===== src/rtl/pattern_ack_logger_pkg.sv =====
// Shared definitions for the pattern detector / ack logger pair.
package pattern_pkg;

  // Handshake FSM states of the ack logger
  typedef enum logic [1:0] {
    IDLE     = 2'd0,
    DELAY    = 2'd1,
    WAIT_CLR = 2'd2
  } state_t;

  // ASCII bytes of the "boab" pattern, shared with the detector
  localparam logic [7:0] CHAR_B = 8'd98;
  localparam logic [7:0] CHAR_O = 8'd111;
  localparam logic [7:0] CHAR_A = 8'd97;

endpackage


===== src/rtl/pattern_ack_logger_ts_fifo.sv =====
// Synchronous show-ahead FIFO. dout is a register that always holds the
// current head, so it reads 0 after reset and holds when popped while empty.
// A push into a full FIFO is dropped unless a pop happens in the same cycle.
module ts_fifo #(
  parameter int WIDTH = 16,
  parameter int DEPTH = 4
) (
  input  logic             clk,
  input  logic             reset_sync,
  input  logic             push,
  input  logic [WIDTH-1:0] din,
  input  logic             pop,
  output logic [WIDTH-1:0] dout,
  output logic             valid,
  output logic             full,
  output logic             drop
);

  localparam int AW = $clog2(DEPTH);
  localparam logic [AW:0] FULL_CNT = (AW+1)'(DEPTH);
  localparam logic [AW:0] ONE_CNT  = (AW+1)'(1);

  logic [WIDTH-1:0] mem [DEPTH];
  logic [AW-1:0]    wr_ptr;
  logic [AW-1:0]    rd_ptr;
  logic [AW:0]      count;
  logic             do_push;
  logic             do_pop;

  assign full  = (count == FULL_CNT);
  assign valid = (count != {(AW+1){1'b0}});

  // Qualify push/pop: a pop on empty is ignored, a push on full needs a pop
  always_comb begin
    do_pop  = pop & valid;
    do_push = push & (~full | do_pop);
    drop    = push & full & ~do_pop;
  end

  // Storage array write port
  always_ff @(posedge clk) begin
    if (do_push) begin
      mem[wr_ptr] <= din;
    end
  end

  // Pointers, occupancy and registered head
  always_ff @(posedge clk) begin
    if (reset_sync) begin
      wr_ptr <= {AW{1'b0}};
      rd_ptr <= {AW{1'b0}};
      count  <= {(AW+1){1'b0}};
      dout   <= {WIDTH{1'b0}};
    end else begin
      if (do_push) begin
        wr_ptr <= wr_ptr + AW'(1);
      end
      if (do_pop) begin
        rd_ptr <= rd_ptr + AW'(1);
      end
      case ({do_push, do_pop})
        2'b10:   count <= count + ONE_CNT;
        2'b01:   count <= count - ONE_CNT;
        default: count <= count;
      endcase
      if (do_pop && (count > ONE_CNT)) begin
        dout <= mem[rd_ptr + AW'(1)];
      end else if (do_push && (do_pop || !valid)) begin
        dout <= din;
      end
    end
  end

endmodule


===== src/rtl/pattern_ack_logger.sv =====
// Acknowledges each detection from the pattern detector with a delayed ack
// toggle, counts detections and logs their timestamps into a small FIFO.
module pattern_ack_logger
  import pattern_pkg::*;
#(
  parameter int ACK_DELAY  = 2,
  parameter int TIMEOUT    = 16,
  parameter int CNT_W      = 16,
  parameter int TS_W       = 16,
  parameter int FIFO_DEPTH = 4
) (
  input  logic             clk,
  input  logic             reset_sync,
  input  logic             found_pattern,
  output logic             ack,
  input  logic             clr_stats,
  input  logic             rd_en,
  output logic             ts_valid,
  output logic [TS_W-1:0]  ts_dout,
  output logic             fifo_full,
  output logic [CNT_W-1:0] match_count,
  output logic             overflow,
  output logic             timeout_err,
  output logic             busy
);

  // +2 keeps the width at least 1 bit when ACK_DELAY is 0
  localparam int DLY_W = $clog2(ACK_DELAY + 2);
  localparam int TO_W  = $clog2(TIMEOUT + 1);
  localparam logic [DLY_W-1:0] DLY_LOAD = DLY_W'(ACK_DELAY);
  localparam logic [TO_W-1:0]  TO_LAST  = TO_W'(TIMEOUT - 1);
  localparam logic [CNT_W-1:0] CNT_MAX  = {CNT_W{1'b1}};

  state_t           state;
  state_t           state_next;
  logic [DLY_W-1:0] dly_cnt;
  logic [DLY_W-1:0] dly_next;
  logic [TO_W-1:0]  to_cnt;
  logic [TO_W-1:0]  to_next;
  logic             ack_next;
  logic             accept;
  logic             to_fire;
  logic [TS_W-1:0]  timestamp;
  logic             fifo_drop;

  assign busy = (state != IDLE);

  // Handshake next-state logic: accept, wait ACK_DELAY, toggle, wait for drop
  always_comb begin
    state_next = state;
    dly_next   = dly_cnt;
    to_next    = to_cnt;
    ack_next   = ack;
    accept     = 1'b0;
    to_fire    = 1'b0;
    case (state)
      IDLE: begin
        if (found_pattern) begin
          accept     = 1'b1;
          dly_next   = DLY_LOAD;
          state_next = DELAY;
        end else begin
          state_next = IDLE;
        end
      end
      DELAY: begin
        if (dly_cnt == {DLY_W{1'b0}}) begin
          ack_next   = ~ack;
          to_next    = {TO_W{1'b0}};
          state_next = WAIT_CLR;
        end else begin
          dly_next = dly_cnt - DLY_W'(1);
        end
      end
      WAIT_CLR: begin
        if (!found_pattern) begin
          state_next = IDLE;
        end else if (to_cnt == TO_LAST) begin
          to_fire    = 1'b1;
          state_next = IDLE;
        end else begin
          to_next = to_cnt + TO_W'(1);
        end
      end
      default: begin
        state_next = IDLE;
      end
    endcase
  end

  // Handshake state, counters and ack register
  always_ff @(posedge clk) begin
    if (reset_sync) begin
      state   <= IDLE;
      dly_cnt <= {DLY_W{1'b0}};
      to_cnt  <= {TO_W{1'b0}};
      ack     <= 1'b0;
    end else begin
      state   <= state_next;
      dly_cnt <= dly_next;
      to_cnt  <= to_next;
      ack     <= ack_next;
    end
  end

  // Free-running timestamp, wraps naturally
  always_ff @(posedge clk) begin
    if (reset_sync) begin
      timestamp <= {TS_W{1'b0}};
    end else begin
      timestamp <= timestamp + TS_W'(1);
    end
  end

  // Statistics: clear has priority over any same-cycle update
  always_ff @(posedge clk) begin
    if (reset_sync || clr_stats) begin
      match_count <= {CNT_W{1'b0}};
      overflow    <= 1'b0;
      timeout_err <= 1'b0;
    end else begin
      if (accept && (match_count != CNT_MAX)) begin
        match_count <= match_count + CNT_W'(1);
      end
      if (fifo_drop) begin
        overflow <= 1'b1;
      end
      if (to_fire) begin
        timeout_err <= 1'b1;
      end
    end
  end

  ts_fifo #(
    .WIDTH (TS_W),
    .DEPTH (FIFO_DEPTH)
  ) u_ts_fifo (
    .clk        (clk),
    .reset_sync (reset_sync),
    .push       (accept),
    .din        (timestamp),
    .pop        (rd_en),
    .dout       (ts_dout),
    .valid      (ts_valid),
    .full       (fifo_full),
    .drop       (fifo_drop)
  );

endmodule

===== config.mk =====
export PLATFORM = sky130hd
export DESIGN_NAME = pattern_ack_logger
export DESIGN_NICKNAME = d
export VERILOG_FILES = /design/src/rtl/pattern_ack_logger_pkg.sv /design/src/rtl/pattern_ack_logger_ts_fifo.sv /design/src/rtl/pattern_ack_logger.sv
export SDC_FILE = /design/constraint.sdc
export NUM_CORES = 1
export LEC_CHECK = 0
export ABC_AREA = 1
export CAP_MARGIN = 40
export CORE_ASPECT_RATIO = 1.2
export CORE_MARGIN = 2
export CORE_UTILIZATION = 35
export CTS_BUF_LIST = sky130_fd_sc_hd__clkbuf_8 sky130_fd_sc_hd__clkbuf_16
export DETAILED_ROUTE_END_ITERATION = 16
export SLEW_MARGIN = 20
export SYNTH_ARGS = -nofsm -noshare
export SYNTH_HDL_FRONTEND = slang
export SYNTH_SLANG_ARGS = --single-unit

===== constraint.sdc =====
create_clock -name clk -period 2.3 [get_ports clk]
set_input_delay 0.23 -clock clk [delete_from_list [all_inputs] [get_ports clk]]
set_output_delay 0.23 -clock clk [all_outputs]
set_load 0.02 [all_outputs]

Word-level counts from Yosys, hierarchy flattened --
Memory sizes are Yosys's and may differ from the RTL's. Index checks and enable logic that the tools add are counted.
Cells by class: $add $sub $neg 8, $lt $le $gt $ge 1, equal/unequal tests 13, mux-type cells 22, bitwise operators 8, reduce and logical (&&, ||, !) cells 18
Operators by type and width (count):
- 16-bit by 1-bit adder with 16-bit output, second input constant | 2
- 16-bit two-way mux | 2
- 16-bit != test, second input constant | 1
- 5-bit two-way mux | 3
- 2-bit two-way mux | 5
- 2-bit != test, second input constant | 5
- 5-bit case mux with 2 select lines | 1
- 2-bit nonzero test | 5
- 1-bit two-way mux | 8
- 2-bit case mux with 3 select lines | 1
- 3-bit case mux with 2 select lines | 1
- 5-bit by 1-bit adder with 5-bit output, second input constant | 1
- 5-bit by 4-bit equality test with 1-bit output, second input constant | 1
- 2-bit by 1-bit adder with 2-bit output, second input constant | 2
- 1-bit AND | 4
- 2-bit by 1-bit equality test with 1-bit output, second input constant | 2
- 2-bit equality test, second input constant | 2
- 2-bit logical NOT | 2
- 2-bit case mux with 2 select lines | 1
- 2-bit AND reduction | 2
- 4-bit AND reduction | 1
- 3-bit by 1-bit adder with 3-bit output, second input constant | 1
- 3-bit equality test, second input constant | 1
- 3-bit by 1-bit greater-than comparator with 1-bit output, second input constant | 1
- other kinds (10) | 15
Storage, ports and cells: bits in registers 67, memory bits (writable) 64, bits of input ports 5, output and inout port bits 38, logic and storage cells 83, memories kept 1
Memory list:
- u_ts_fifo.mem | words 4, width 16, read ports 1, clocked after memory_dff 0, write ports 1, line pattern_ack_logger_ts_fifo.sv:23 | logic [WIDTH-1:0] mem [DEPTH];

Logic depth before layout (Yosys ltp) --
depth after elaboration 7, depth in mapped cells 11, gate-level depth less buffers 10

By module --
From an unflattened synthesis, not the netlist that was laid out.
Second synthesis, totals: cells, all modules 739, area total of the unflattened synthesis 6154.7 µm²
Modules (own cells, without submodules):
- ts_fifo | times used 1, cells each 418, area an instance 3930.0 µm²
- pattern_ack_logger | times used 1, cells each 321, area an instance 2224.6 µm²

Worst setup path before layout --
No wires, ideal clock.
path kind register to register, start point register u_ts_fifo.count[0], end point memory u_ts_fifo.mem[0][0], enable pin, setup time 0.389 ns, arrival time 1.936 ns, data required time 1.911 ns, slack -0.024 ns, cell stages (with the launch flop) 8, path buffers 0, clock period less this slack 2.324 ns, cell sequence dfxtp_1 > inv_1 > ha_1 > nand2_1 > inv_1 > a21oi_2 > inv_1 > nor2_1
On the way: word-level cells in the longest chain between the ends 6, elaborated cells between the ends (all ways) 8, classes of those cells eq/ne (1); mux (2); bitwise (4); reduce/logical (1)
Ends and longest elaborated chain:
- start: declaration | line pattern_ack_logger_ts_fifo.sv:26 | logic [AW:0] count;
- start signal: assignment | line pattern_ack_logger_ts_fifo.sv:52 | count <= {(AW+1){1'b0}};
- start signal: assignment | line pattern_ack_logger_ts_fifo.sv:62 | 2'b10: count <= count + ONE_CNT;
- start signal: assignment | line pattern_ack_logger_ts_fifo.sv:63 | 2'b01: count <= count - ONE_CNT;
- 3-bit equality test | line pattern_ack_logger_ts_fifo.sv:30 | assign full = (count == FULL_CNT);
- net fifo_full | line pattern_ack_logger.sv:20 | output logic fifo_full,
- 1-bit inverter | line pattern_ack_logger_ts_fifo.sv:36 | do_push = push & (~full | do_pop);
- 1-bit bitwise OR | line pattern_ack_logger_ts_fifo.sv:36
- 1-bit AND | line pattern_ack_logger_ts_fifo.sv:36
- 1-bit two-way mux | line pattern_ack_logger_ts_fifo.sv:42 | if (do_push) begin
- 1-bit two-way mux (not written as such) | line pattern_ack_logger_ts_fifo.sv:43 | mem[wr_ptr] <= din;
- end: declaration | line pattern_ack_logger_ts_fifo.sv:23
The timed path passes the listed nets, and every way through them passes these cells.

Worst setup path in the final report --
start point register u_ts_fifo.count[0], end point output port fifo_full
On the way: word-level cells in the longest chain between the ends 1
Ends and longest elaborated chain (line):
- 3-bit equality test | pattern_ack_logger_ts_fifo.sv:30
- end: declaration | pattern_ack_logger.sv:20
Every way passes these cells.

==> results.json <==
{
  "syn_inst": 699,
  "ff_latch_area_um2": 3260,
  "finalCritPeriodShare_pct": 94.5,
  "areaGrowthSynthToFinish_pct": 20.2,
  "path_clk_slew_ns": 0.05,
  "post-place-ws_ns": 0.307,
  "routedWlPerCell_um": 13.6,
  "synth_nets": 717,
  "multiInputGateArea_um2": 2300,
  "worstPathCellList": "inv_1 > ha_1 > nand2_1 > inv_1 > clkdlybuf4s50_1",
  "num_rows": 52,
  "start_util_pct": 35.7,
  "die-area_um2": 18300,
  "post-cts-setup-buffers": 0,
  "crit_slowest_cell": "clkdlybuf4s50_1",
  "wl_mm": 13.3,
  "dp_hpwl_mm": 9.23,
  "finalSetupTns_ns": 0,
  "use_met3_pct": 3.97,
  "n_antenna_cell": 0,
  "maxSlewViolCount": 0,
  "min_period_ns": 2.17,
  "dp_cells": 950,
  "final_cell_count_no_fill": 982,
  "slew_headroom_pct": 60.8,
  "syn_area_um2": 6020,
  "tightest_slew_ns": 0.587,
  "critPathMaxStageDelay_ns": 0.64,
  "cts_sinks": 131,
  "finalSetupViolations": 0,
  "coreArea_um2": 16900,
  "rsz0062_at_grt": "no",
  "ant_nets": 0,
  "syn_area_per_cell_um2": 8.62,
  "grt_usage_pct": 15.8,
  "root_buffer": "clkbuf_16",
  "remaining_drc_errors": 0,
  "dpl-instance-area_um2": 6690,
  "fmax_mhz": 460,
  "htreeDepth": 4,
  "final_cell_mix": "nand2_1, nand3_1, inv_1",
  "cts_tree": "done",
  "yosysWarnings": 0,
  "gp_congestion": 0.807,
  "fin_nets": 771,
  "clk_path_buf_depth": 2,
  "grt_max_degree": 29,
  "p_leak_nw": 2.94,
  "antenna_found_initial": 0,
  "ir_drop_mv": 0.580,
  "p_per_area_nw_per_um2": 890,
  "drive_gt1_share_pct": 10.7,
  "drt_iter0_drc": 219,
  "io_buffers": 42,
  "crit_arrival_ns": 1.94,
  "ys_seq_area_share_pct": 54.2,
  "synth.ff_latch_count": 131,
  "yosysUniqueCellTypes": 33,
  "postCtsHoldBufs": 0,
  "grt_pass1_vias": 4471,
  "fin_area_um2": 7240,
  "critPathKind": "flip-flop to output port",
  "die_y_um": 148,
  "hold_viol": 0,
  "critPathLaunchType": "flip-flop",
  "num_io_pins": 43,
  "vias": 4608,
  "final_common_cell": "nand2_1",
  "setup_ws_ns": 0.127,
  "clock_latency_ns": 0.41,
  "viasPerCell": 4.69,
  "critical-path-top-delay-family": "buffers and inverters",
  "cts_made_buffers": 17,
  "grt_overflow": 0,
  "fin_skew_ns": 0.0124,
  "fillers": 1645,
  "crit_required_ns": 2.07,
  "fp.dieW_um": 124,
  "dr.pass1.iters": 4,
  "grt.busiest_layer": "met2",
  "cap_violations": 0,
  "cts.repair.resized": 0,
  "cp.buffers_inverters": 3,
  "hold_path_class": "flip-flop to flip-flop",
  "status": "complete, no violations",
  "end_kind": "output port",
  "cp_max_fo": 5,
  "grt.met2_usage_pct": 27.8,
  "grtUsageMet1_pct": 18.4,
  "grt_pass1_wl_mm": 21.9,
  "crit_path_frequent_cell": "inv_1"
}
[synth_stat cells, drive strengths merged]
cell	n	area (um2)
edfxtp	64	1920
o21bai	1	7.51
nand2	194	756
nor2	59	261
nand3	82	428
o21ai	36	184
dfxtp	67	1340
nand4	10	62.6
nand3b	6	45.0
a21oi	34	219
xor2	7	61.3
inv	84	320
a31oi	3	18.8
buf	18	124
xnor2	3	26.3
nor3	13	65.1
clkbuf	5	18.8
ha	13	163
[worst min-delay path, cell delays in order (launching register included)]
cell	delay [ns]
dfxtp_1	0.29
inv_1	0.06
a21oi_1	0.06
[power breakdown]
group          switching (mW)  internal (mW)
registers              0.0757           2.60
clock network           0.948           1.56
logic                   0.850          0.418
total                    1.87           4.57
[worst paths after layout]
| kind | startpoint | end | slack [ns] | cells after the start |
|---|---|---|---|---|
| min | to_cnt[4] | to_cnt[4] | 0.46 | 2 |
| min reg2reg | to_cnt[4] | to_cnt[4] | 0.46 | 2 |
| max reg2reg | u_ts_fifo.count[0] | u_ts_fifo.mem[3][10] | 0.36 | 8 |
| max | u_ts_fifo.count[0] | fifo_full | 0.13 | 5 |
[routing by layer]
layer,wire length (um),up-vias
met5,0,-
met4,200,0
met3,548,11
met2,6960,74
met1,5630,2123
li1,-,2400
[through the flow]
| stage | total power [mW] | hold WS (ns) | utilization (%) |
|---|---|---|---|
| final | 6.45 | 0.462 | 43.0 |
| after global routing | 6.79 | 0.506 | 43.0 |
| after CTS | 6.53 | 0.465 | 43.0 |
| after detailed placement | 4.01 | 0.460 | 39.7 |
| after global placement | 4.00 | 0.449 | 39.7 |
| after floorplan | 3.62 | 0.397 | - |
[final cells by class]
cell class	instances	area share, %
clock inverters	15	1.71
clock buffers	17	5.88
inverters	84	4.42
repair buffers	58	7.47
multi-input cells	461	31.7
well taps	216	3.73
flip-flops and latches	131	45.1
[logic make-up (layout without fill, tap and decap cells)]
family          after synthesis  in the layout  share of synthesized area (%)
buf+inv                     107            174                           7.69
flops                       131            131                           54.2
fa+ha+maj                    13             13                           2.70
compound gates               74             74                           7.13
simple gates                364            364                           26.9
xor+xnor                     10             10                           1.45
[sequential cells by signal (all words and copies together) (netlist names)]
signal,cells
dly_cnt,2
u_ts_fifo.mem,64
match_count,16
u_ts_fifo.wr_ptr,2
u_ts_fifo.dout,16
ack,1
timestamp,16
overflow,1
to_cnt,5
u_ts_fifo.rd_ptr,2
u_ts_fifo.count,3
state,2
timeout_err,1
Note: power is estimated with default switching activity, not from simulation.
